## src/rtl/jtframe_sdram_arb.sv

```systemverilog
// N-channel arbiter in front of one SDRAM bank port (clk_rom domain).
// Ports:
//   clk, rst                 clock, synchronous active-high reset
//   ch_addr/rd/wr/din/din_m  per-channel request bundles (channel i at slice i)
//   ch_ack/dst/rdy           per-channel handshakes routed from the bank
//   lock, err_clr            channel lockout enable, timeout flag clear
//   ba_*                     bank 0 port of the SDRAM controller
//   owner, busy, tout_err    grant index, transaction active, sticky timeouts
module jtframe_sdram_arb #(
   parameter int unsigned AW       = 22,
   parameter int unsigned CH       = 4,
   parameter int unsigned RR       = 0,
   parameter int unsigned TOUT     = 255,
   parameter logic [7:0]  LOCKMASK = 8'h00
)(
   input  logic               clk,
   input  logic               rst,
   input  logic [CH*AW-1:0]   ch_addr,
   input  logic [CH-1:0]      ch_rd,
   input  logic [CH-1:0]      ch_wr,
   input  logic [CH*16-1:0]   ch_din,
   input  logic [CH*2-1:0]    ch_din_m,
   output logic [CH-1:0]      ch_ack,
   output logic [CH-1:0]      ch_dst,
   output logic [CH-1:0]      ch_rdy,
   input  logic               lock,
   input  logic               err_clr,
   output logic [AW-1:0]      ba_addr,
   output logic               ba_rd,
   output logic               ba_wr,
   output logic [15:0]        ba_din,
   output logic [1:0]         ba_din_m,
   input  logic               ba_ack,
   input  logic               ba_dst,
   input  logic               ba_rdy,
   output logic [2:0]         owner,
   output logic               busy,
   output logic [CH-1:0]      tout_err
);

   localparam int unsigned WW = (TOUT > 0) ? $clog2(TOUT + 1) : 1;
   localparam logic [0:0] IDLE = 1'b0;
   localparam logic [0:0] BUSY = 1'b1;

   logic [0:0]    state_q, state_d;
   logic [2:0]    owner_q, owner_d;
   logic [2:0]    rr_q, rr_d;
   logic [WW-1:0] wd_q, wd_d;
   logic [CH-1:0] tout_err_q, tout_err_d;

   logic [CH-1:0] req;
   logic [2:0]    win_fix, win_hi, win_lo, win_rr, win;
   logic          hit_hi;
   logic          act;
   logic [AW-1:0] sel_addr;
   logic [15:0]   sel_din;
   logic [1:0]    sel_dinm;
   logic          sel_rd, sel_wr;

   // Masked request vector; lock only gates new grants
   always_comb begin
      req = '0;
      for (int i = 0; i < int'(CH); i++) begin
         req[i] = (ch_rd[i] | ch_wr[i]) & ~(lock & LOCKMASK[i]);
      end
   end

   // Winner search: lowest index overall, and lowest index after the rr pointer
   always_comb begin
      win_fix = '0;
      win_hi  = '0;
      win_lo  = '0;
      hit_hi  = 1'b0;
      for (int i = int'(CH) - 1; i >= 0; i--) begin
         if (req[i]) begin
            win_fix = 3'(i);
            if (3'(i) > rr_q) begin
               win_hi = 3'(i);
               hit_hi = 1'b1;
            end else begin
               win_lo = 3'(i);
            end
         end
      end
      // Nothing above the pointer wraps around to the lowest at/below it
      win_rr = hit_hi ? win_hi : win_lo;
      win    = (RR != 0) ? win_rr : win_fix;
   end

   // Owner data mux; stays on the last owner while idle
   always_comb begin
      sel_addr = '0;
      sel_din  = '0;
      sel_dinm = '0;
      sel_rd   = 1'b0;
      sel_wr   = 1'b0;
      for (int i = 0; i < int'(CH); i++) begin
         if (owner_q == 3'(i)) begin
            sel_addr = ch_addr[i*AW +: AW];
            sel_din  = ch_din[i*16 +: 16];
            sel_dinm = ch_din_m[i*2 +: 2];
            sel_rd   = ch_rd[i];
            sel_wr   = ch_wr[i];
         end
      end
   end

   // A reset cycle already drops the grant so late bank strobes go nowhere
   assign act      = (state_q == BUSY) & ~rst;
   assign ba_addr  = sel_addr;
   assign ba_din   = sel_din;
   assign ba_din_m = sel_dinm;
   assign ba_rd    = act & sel_rd;
   assign ba_wr    = act & sel_wr;

   // Bank handshakes go back to the owner only
   always_comb begin
      ch_ack = '0;
      ch_dst = '0;
      ch_rdy = '0;
      for (int i = 0; i < int'(CH); i++) begin
         if (act && owner_q == 3'(i)) begin
            ch_ack[i] = ba_ack;
            ch_dst[i] = ba_dst;
            ch_rdy[i] = ba_rdy;
         end
      end
   end

   // Grant / release / watchdog next-state logic
   always_comb begin
      state_d    = state_q;
      owner_d    = owner_q;
      rr_d       = rr_q;
      wd_d       = wd_q;
      tout_err_d = err_clr ? '0 : tout_err_q;
      case (state_q)
         IDLE: begin
            if (|req) begin
               state_d = BUSY;
               owner_d = win;
               rr_d    = win;
               wd_d    = '0;
            end
         end
         BUSY: begin
            if (ba_rdy) begin
               state_d = IDLE;
            end else if (TOUT != 0 && wd_q == WW'(TOUT - 1)) begin
               // Expiry frees the bank; ba_rdy on this cycle took the branch above
               state_d = IDLE;
               for (int i = 0; i < int'(CH); i++) begin
                  if (owner_q == 3'(i)) tout_err_d[i] = 1'b1;
               end
            end else if (wd_q != WW'(TOUT)) begin
               wd_d = wd_q + WW'(1);
            end
         end
         default: state_d = IDLE;
      endcase
   end

   always_ff @(posedge clk) begin
      if (rst) begin
         state_q    <= IDLE;
         owner_q    <= '0;
         rr_q       <= 3'(CH - 1);
         wd_q       <= '0;
         tout_err_q <= '0;
      end else begin
         state_q    <= state_d;
         owner_q    <= owner_d;
         rr_q       <= rr_d;
         wd_q       <= wd_d;
         tout_err_q <= tout_err_d;
      end
   end

   assign owner    = owner_q;
   assign busy     = (state_q == BUSY);
   assign tout_err = tout_err_q;

endmodule

```

## config.mk

```make
export PLATFORM = sky130hd
export DESIGN_NAME = jtframe_sdram_arb
export DESIGN_NICKNAME = d
export VERILOG_FILES = /design/src/rtl/jtframe_sdram_arb.sv
export SDC_FILE = /design/constraint.sdc
export NUM_CORES = 1
export LEC_CHECK = 0
export BUFFER_PORTS_ARGS = -buffer_cell sky130_fd_sc_hd__buf_2
export CORE_AREA = 3 3 90 92
export DETAILED_ROUTE_END_ITERATION = 12
export DIE_AREA = 0 0 93 95
export GPL_ROUTABILITY_DRIVEN = 1
export GPL_TIMING_DRIVEN = 0
export MAX_ROUTING_LAYER = met4
export PLACE_DENSITY = 0.67
export SKIP_LAST_GASP = 1
export SYNTH_ARGS = -nofsm -noshare
export SYNTH_HDL_FRONTEND = slang
export SYNTH_SLANG_ARGS = --single-unit
export TNS_END_PERCENT = 5
```

## constraint.sdc

```tcl
create_clock -name clk -period 2.6 [get_ports clk]
set_clock_uncertainty 0.2 [all_clocks]
set_input_delay 0.52 -clock clk [delete_from_list [all_inputs] [get_ports clk]]
set_output_delay 0.52 -clock clk [all_outputs]
set_load 0.02 [all_outputs]
```

==> results.tsv, run 1 <==
metric	value	unit
GRT met2 Usage	0.338	
clock period minus worst slack	2500	ps
cell area power density	294	mW/mm^2
RePlAce Congestion	0.874	
combinational power share	0.555	
I/O pin count	237	
GRT met3 Usage	0.0367	
Arr. time, crit path	1780	ps
worst hold path class	register to register	
Design Power	964	uW
antenna viol nets, final	0	
GRT Max-Usage Layer	met2	
worst hold slack	267	ps
Sinks on Clock Net	15	
relative slew slack	0.631	
# diodes	0	
Max Cap Viol	0	
total grt overflow	0	
fmax	401	MHz
final core utilization	0.450	
# DRC	0	
peak supply drop	0.000190	V
core area	0.00729	sq mm
Seq pwr share	0.247	
first-pass GRT wire length	14000	um
Post-Syn Nets	347	
CP Launch Type	register	
H-tree depth	1	
die width	93	um
Place WS	156	ps
Clock transition at path regs	60	ps
Final period util	0.960	
Post-DP HPWL	9020	um
share of post-route cells with drive strength above 1	0.735	
Lkg Pwr	1.53	nW
Initial Util	0.262	
Worst setup EP type	output pin	
Yosys reg bits	15	
Critical Path Fanout Max	10	
Avg WL per Cell	19.9	um
port bufs	234	
Mapped Area	0.00191	sq mm
largest net degree at the start of global routing	11	
CP required	1880	ps
RSZ-0062 raised after global routing	yes	
initial antenna violation count	0	
row count	31	
syn avg cell area	11.2	sq um
Cell Int Power	608	uW
YS warnings	0	
vias per cell	5.09	
Mapped Cells	170	
CTS tree	built	
number of global-route vias before repair	2569	
Worst-Skew Late Latency	250	ps
critical path class	register to output pin	
Die H	95	um
Die Area	0.00884	sq mm
net switching power figure	356	uW
CTS max path bufs	2	
DR pass1 iterations	4	
clock tree root buffer cell	clkbuf_8	
final hold vios	0	
switch share	0.369	
Final Setup Violations	0	
sequential share of the synthesized area	0.157	
Area growth syn-to-layout	71.7	%
status	finished, final reports clean	
fin. max-slew vios	0	
via count	2578	
M1 GR Usage	0.282	
clock network power share	0.198	
post-synthesis cell type count	36	
fin nets	585	
routed wire length	10100	um
First DRT Iteration DRCs	87	
CTS buffer count	3	
actual slew at the worst max-slew pin	550	ps
GRT Overall Usage	0.213	
Setup WS post-layout	105	ps
[registers in the layout, summed over array words and instances (netlist names)]
name / cells
tout_err: 4
owner: 2
wd_q: 8
busy: 1
[through the flow]
stage                     TNS [ps]  cells  cell area, sq um
after floorplan                  0    170              1910
after global placement           0    503              3210
after detailed placement         0    503              3210
after CTS                    -2670    507              3250
final                            0    506              3280
after global routing         -14.3    506              3280
[cells in the mapped netlist (all sizes together)]
library cell	n	area share
nand4b	1	0.0046
o31ai	2	0.018
nand2	8	0.016
conb	1	0.0020
mux4	42	0.49
a21oi	8	0.021
or3	2	0.0065
a22oi	5	0.020
buf	13	0.035
nor2	18	0.035
o32ai	4	0.018
nand4	1	0.0033
nor3	4	0.010
nor4	3	0.013
or4	1	0.0039
o21ai	5	0.013
clkbuf	3	0.0059
nor2b	2	0.0065
and2	2	0.0065
ha	2	0.013
a21o	1	0.0039
inv	3	0.0059
nand3	6	0.022
or2b	1	0.0039
or2	2	0.0065
o31a	1	0.0046
dfxtp	15	0.16
nand2b	12	0.039
a2111o	1	0.0059
nor3b	1	0.0039
[final timing paths]
check                      to        start  cells past startpoint  slack (ps)
hold reg to reg   tout_err[2]  tout_err[2]                      2         270
setup / recovery    ba_din[7]     owner[0]                      3         100
setup reg to reg      wd_q[7]      wd_q[0]                      6         620
hold / removal    tout_err[2]  tout_err[2]                      2         270
[layout by cell type, fill, tap and decap left out, types with 5 or more instances in the layout]
master	count
nand2_1	8
mux4_2	42
nor2_1	17
dfxtp_1	15
a22oi_1	5
buf_2	237
nand3_1	5
a21oi_1	8
nand2b_1	12
[worst max-delay path, cell delays in order, from the launching register on]
cell and delay [ps]:
dfxtp_1 490, buf_4 300, mux4_2 550, buf_2 180
[power by group through the flow]
stage | Sequential, mW | Combinational (mW) | Clock, mW
final | 0.238 | 0.535 | 0.191
after global routing | 0.239 | 0.569 | 0.209
after CTS | 0.237 | 0.531 | 0.200
after detailed placement | 0.242 | 0.530 | 0
after global placement | 0.242 | 0.521 | 0
after floorplan | 0.245 | 0.283 | 0
[layout make-up]
class	count	area [sq um]
multi-input cells	136	1520
fillers	761	4010
clock buffers	4	45.0
repair buffers	234	1170
flip-flops and latches	15	300
inverters	3	11.3
plain buffers	15	106
well taps	99	124
[logic make-up after synthesis]
logic type,count (synthesis),share of synthesized area
compound gates,27,0.104
flops,15,0.157
fa+ha+maj,2,0.0131
other cells,1,0.00196
mux,42,0.495
simple gates,64,0.182
buf+inv,19,0.0471
[layer usage]
metal	vias up	part of all wire
met1	1265	0.40
met2	128	0.51
met5	-	0
li1	1169	-
met4	0	0.018
met3	16	0.080
[timing repair]
action,4_1_cts,5_1_grt
hold buffers,0,0
setup buffers,0,0
endpoints found under the setup margin,41,54
resized for setup,1,17
pin swaps,0,0
(Power assumes the default switching activity.)
==> inputs of run 2 (changes only) <==
CORE_AREA = 3 3 91 93   (was 3 3 90 92)
CTS_BUF_LIST = sky130_fd_sc_hd__clkbuf_8   (was default)
DIE_AREA = 0 0 94 96   (was 0 0 93 95)
MAX_ROUTING_LAYER = default   (was met4)
PLACE_DENSITY = 0.66   (was 0.67)
==> run 2 against run 1 <==
Clock-buffer cell count fell by 1. Register-to-register slack improved by 30 ps. Critical endpoint is now ba_addr[17]. Non-clock buffer count did not move. Routed wire length fell by 8.6%.
==> results.tsv, run 2 (synthesis gave the netlist of run 1 again) <==
metric	value	unit	change
Die H	96	um	+1.1%
final core utilization	0.432		-0.0182
CTS buffer count	3		unchanged
Arr. time, crit path	1840	ps	+60 ps
Worst-Skew Late Latency	250	ps	about the same
peak supply drop	0.000290	V	+53%
Clock transition at path regs	60	ps	about the same
CP Launch Type	register		
RePlAce Congestion	0.817		-6.6%
most used cell, CP	buf_2		
CP endpoint	ba_addr[17]		
Critical Path Fanout Max	10		unchanged
Final period util	0.984		+0.0243
largest net degree at the start of global routing	11		unchanged
share of post-route cells with drive strength above 1	0.732		-0.00246
RSZ-0062 raised after global routing	yes		
# DRC	0		unchanged
I/O pin count	237		unchanged
actual slew at the worst max-slew pin	552	ps	+1.99 ps
core area	0.00761	sq mm	+4.3%
H-tree depth	1		unchanged
worst path bufs/invs	4		+2
relative slew slack	0.630		-0.00133
GRT Overall Usage	0.181		-0.0324
Largest register FFs	8		unchanged
First DRT Iteration DRCs	60		-31%
DR pass1 iterations	4		unchanged
Lkg Pwr	1.53	nW	about the same
Die Area	0.00902	sq mm	+2.1%
antenna viol nets, final	0		unchanged
postcts setup bufs	0		unchanged
Place WS	111	ps	-44.7 ps
final hold vios	0		unchanged
port bufs	234		unchanged
Area growth syn-to-layout	71.9	%	
placement-stage cell area	0.00321	sq mm	+0.12%
most flop-heavy register	wd_q		
Post-DP HPWL	8080	um	-10%
Crit path max-delay family	buffers and inverters		
reg-to-reg startpoint	wd_q[0]		
Stages on worst setup path	5		+2
Sinks on Clock Net	15		unchanged
commonest non-fill, non-tap cell in the layout	buf_2		
most frequent cells in the layout	buf_2, mux4_2, nor2_1, dfxtp_1, nand2b_1		
CP max stage cell	mux4_2		
CP required	1880	ps	about the same
final instance area	0.00329	sq mm	+0.11%
fin nets	585		unchanged
R2R Setup Slk	650	ps	+30 ps
Avg WL per Cell	18.1	um	-9.3%
fmax	391	MHz	-2.5%
first-pass GRT wire length	12600	um	-10%
Worst setup EP type	output pin		
Worst R2R End	wd_q[7]		
clock tree root buffer cell	clkbuf_8		
routed wire length	9220	um	-8.6%
CTS Hold Buffers Added	0		unchanged
vias per cell	4.97		-2.5%
row count	32		+3.2%
CTS max path bufs	2		unchanged
Max Cap Viol	0		unchanged
via count	2533		-1.7%
worst hold path class	register to register		
fin. max-slew vios	0		unchanged
cell area power density	290	mW/mm^2	-1.4%
status	finished, final reports clean		
fill count	779		+2.4%
CP cell instances	buf_2 > clkbuf_4 > buf_2 > mux4_2 > buf_2		
number of global-route vias before repair	2394		-6.8%
max incr delay on CP	350	ps	-200 ps
R2R depth	6		unchanged
crit path from	owner[1]		
CTS tree	built		
total grt overflow	0		unchanged
Initial Util	0.251		-0.0109
clock period minus worst slack	2560	ps	+63.2 ps
initial antenna violation count	5		+5
die width	94	um	+1.1%
Setup WS post-layout	41.4	ps	-63.2 ps
Final Setup Violations	0		unchanged
critical path class	register to output pin		
run 2: final cells by class:
type	count	area [sq um]	share of cell area
Antenna cell	1	2.50	0.000762
Buffer	15	98.8	0.0301
Clock buffer	3	41.3	0.0126
Clock inverter	1	3.75	0.00114
Inverter	3	11.3	0.00343
Multi-Input combinational cell	136	1530	0.465
Sequential cell	15	300	0.0914
Tap cell	102	128	0.0388
Timing Repair Buffer	234	1170	0.356
run 2: worst min-delay path by stage:
stage | start | end | cells past startpoint
after CTS | tout_err[1] | tout_err[1] | 2
after global placement | tout_err[2] | tout_err[2] | 2
final | tout_err[2] | tout_err[2] | 2
after detailed placement | tout_err[1] | tout_err[1] | 2
after global routing | tout_err[3] | tout_err[3] | 2
after floorplan | wd_q[7] | wd_q[7] | 2
run 2: report_power, final:
part / switching (mW) / internal [mW] / leakage [nW]
Combinational: 0.259 / 0.265 / 1.38
Sequential: 0.00473 / 0.234 / 0.121
Clock: 0.0844 / 0.105 / 0.0269
run 2: per-layer routing:
metal | track usage | up-vias | share of wire
met5 | 0 | - | 0.0063
met4 | 0.0361 | 8 | 0.013
met3 | 0.0438 | 18 | 0.094
met2 | 0.297 | 126 | 0.49
met1 | 0.244 | 1213 | 0.40
li1 | - | 1168 | -
run 2: worst register-to-register path, delay by kind of cell (launching register included):
kind / cells / cell delay, ps
simple gates: 2 / 730
flops: 1 / 410
compound gates: 2 / 270
fa+ha+maj: 1 / 210
buf+inv: 1 / 60
run 2: timing repair:
action / in CTS / in global routing
endpoints found under the setup margin: 43 / 43
cloned: 0 / 0
pin swaps: 0 / 0
resized for setup: 6 / 5
run 2: through the flow:
stage	total power [mW]	cells	hold WS, ps	TNS [ps]
after floorplan	0.528	170	281	0
after global placement	0.757	506	252	0
after detailed placement	0.764	506	262	0
after CTS	0.954	510	273	-1190
after global routing	1.01	510	303	-264
final	0.952	510	269	0
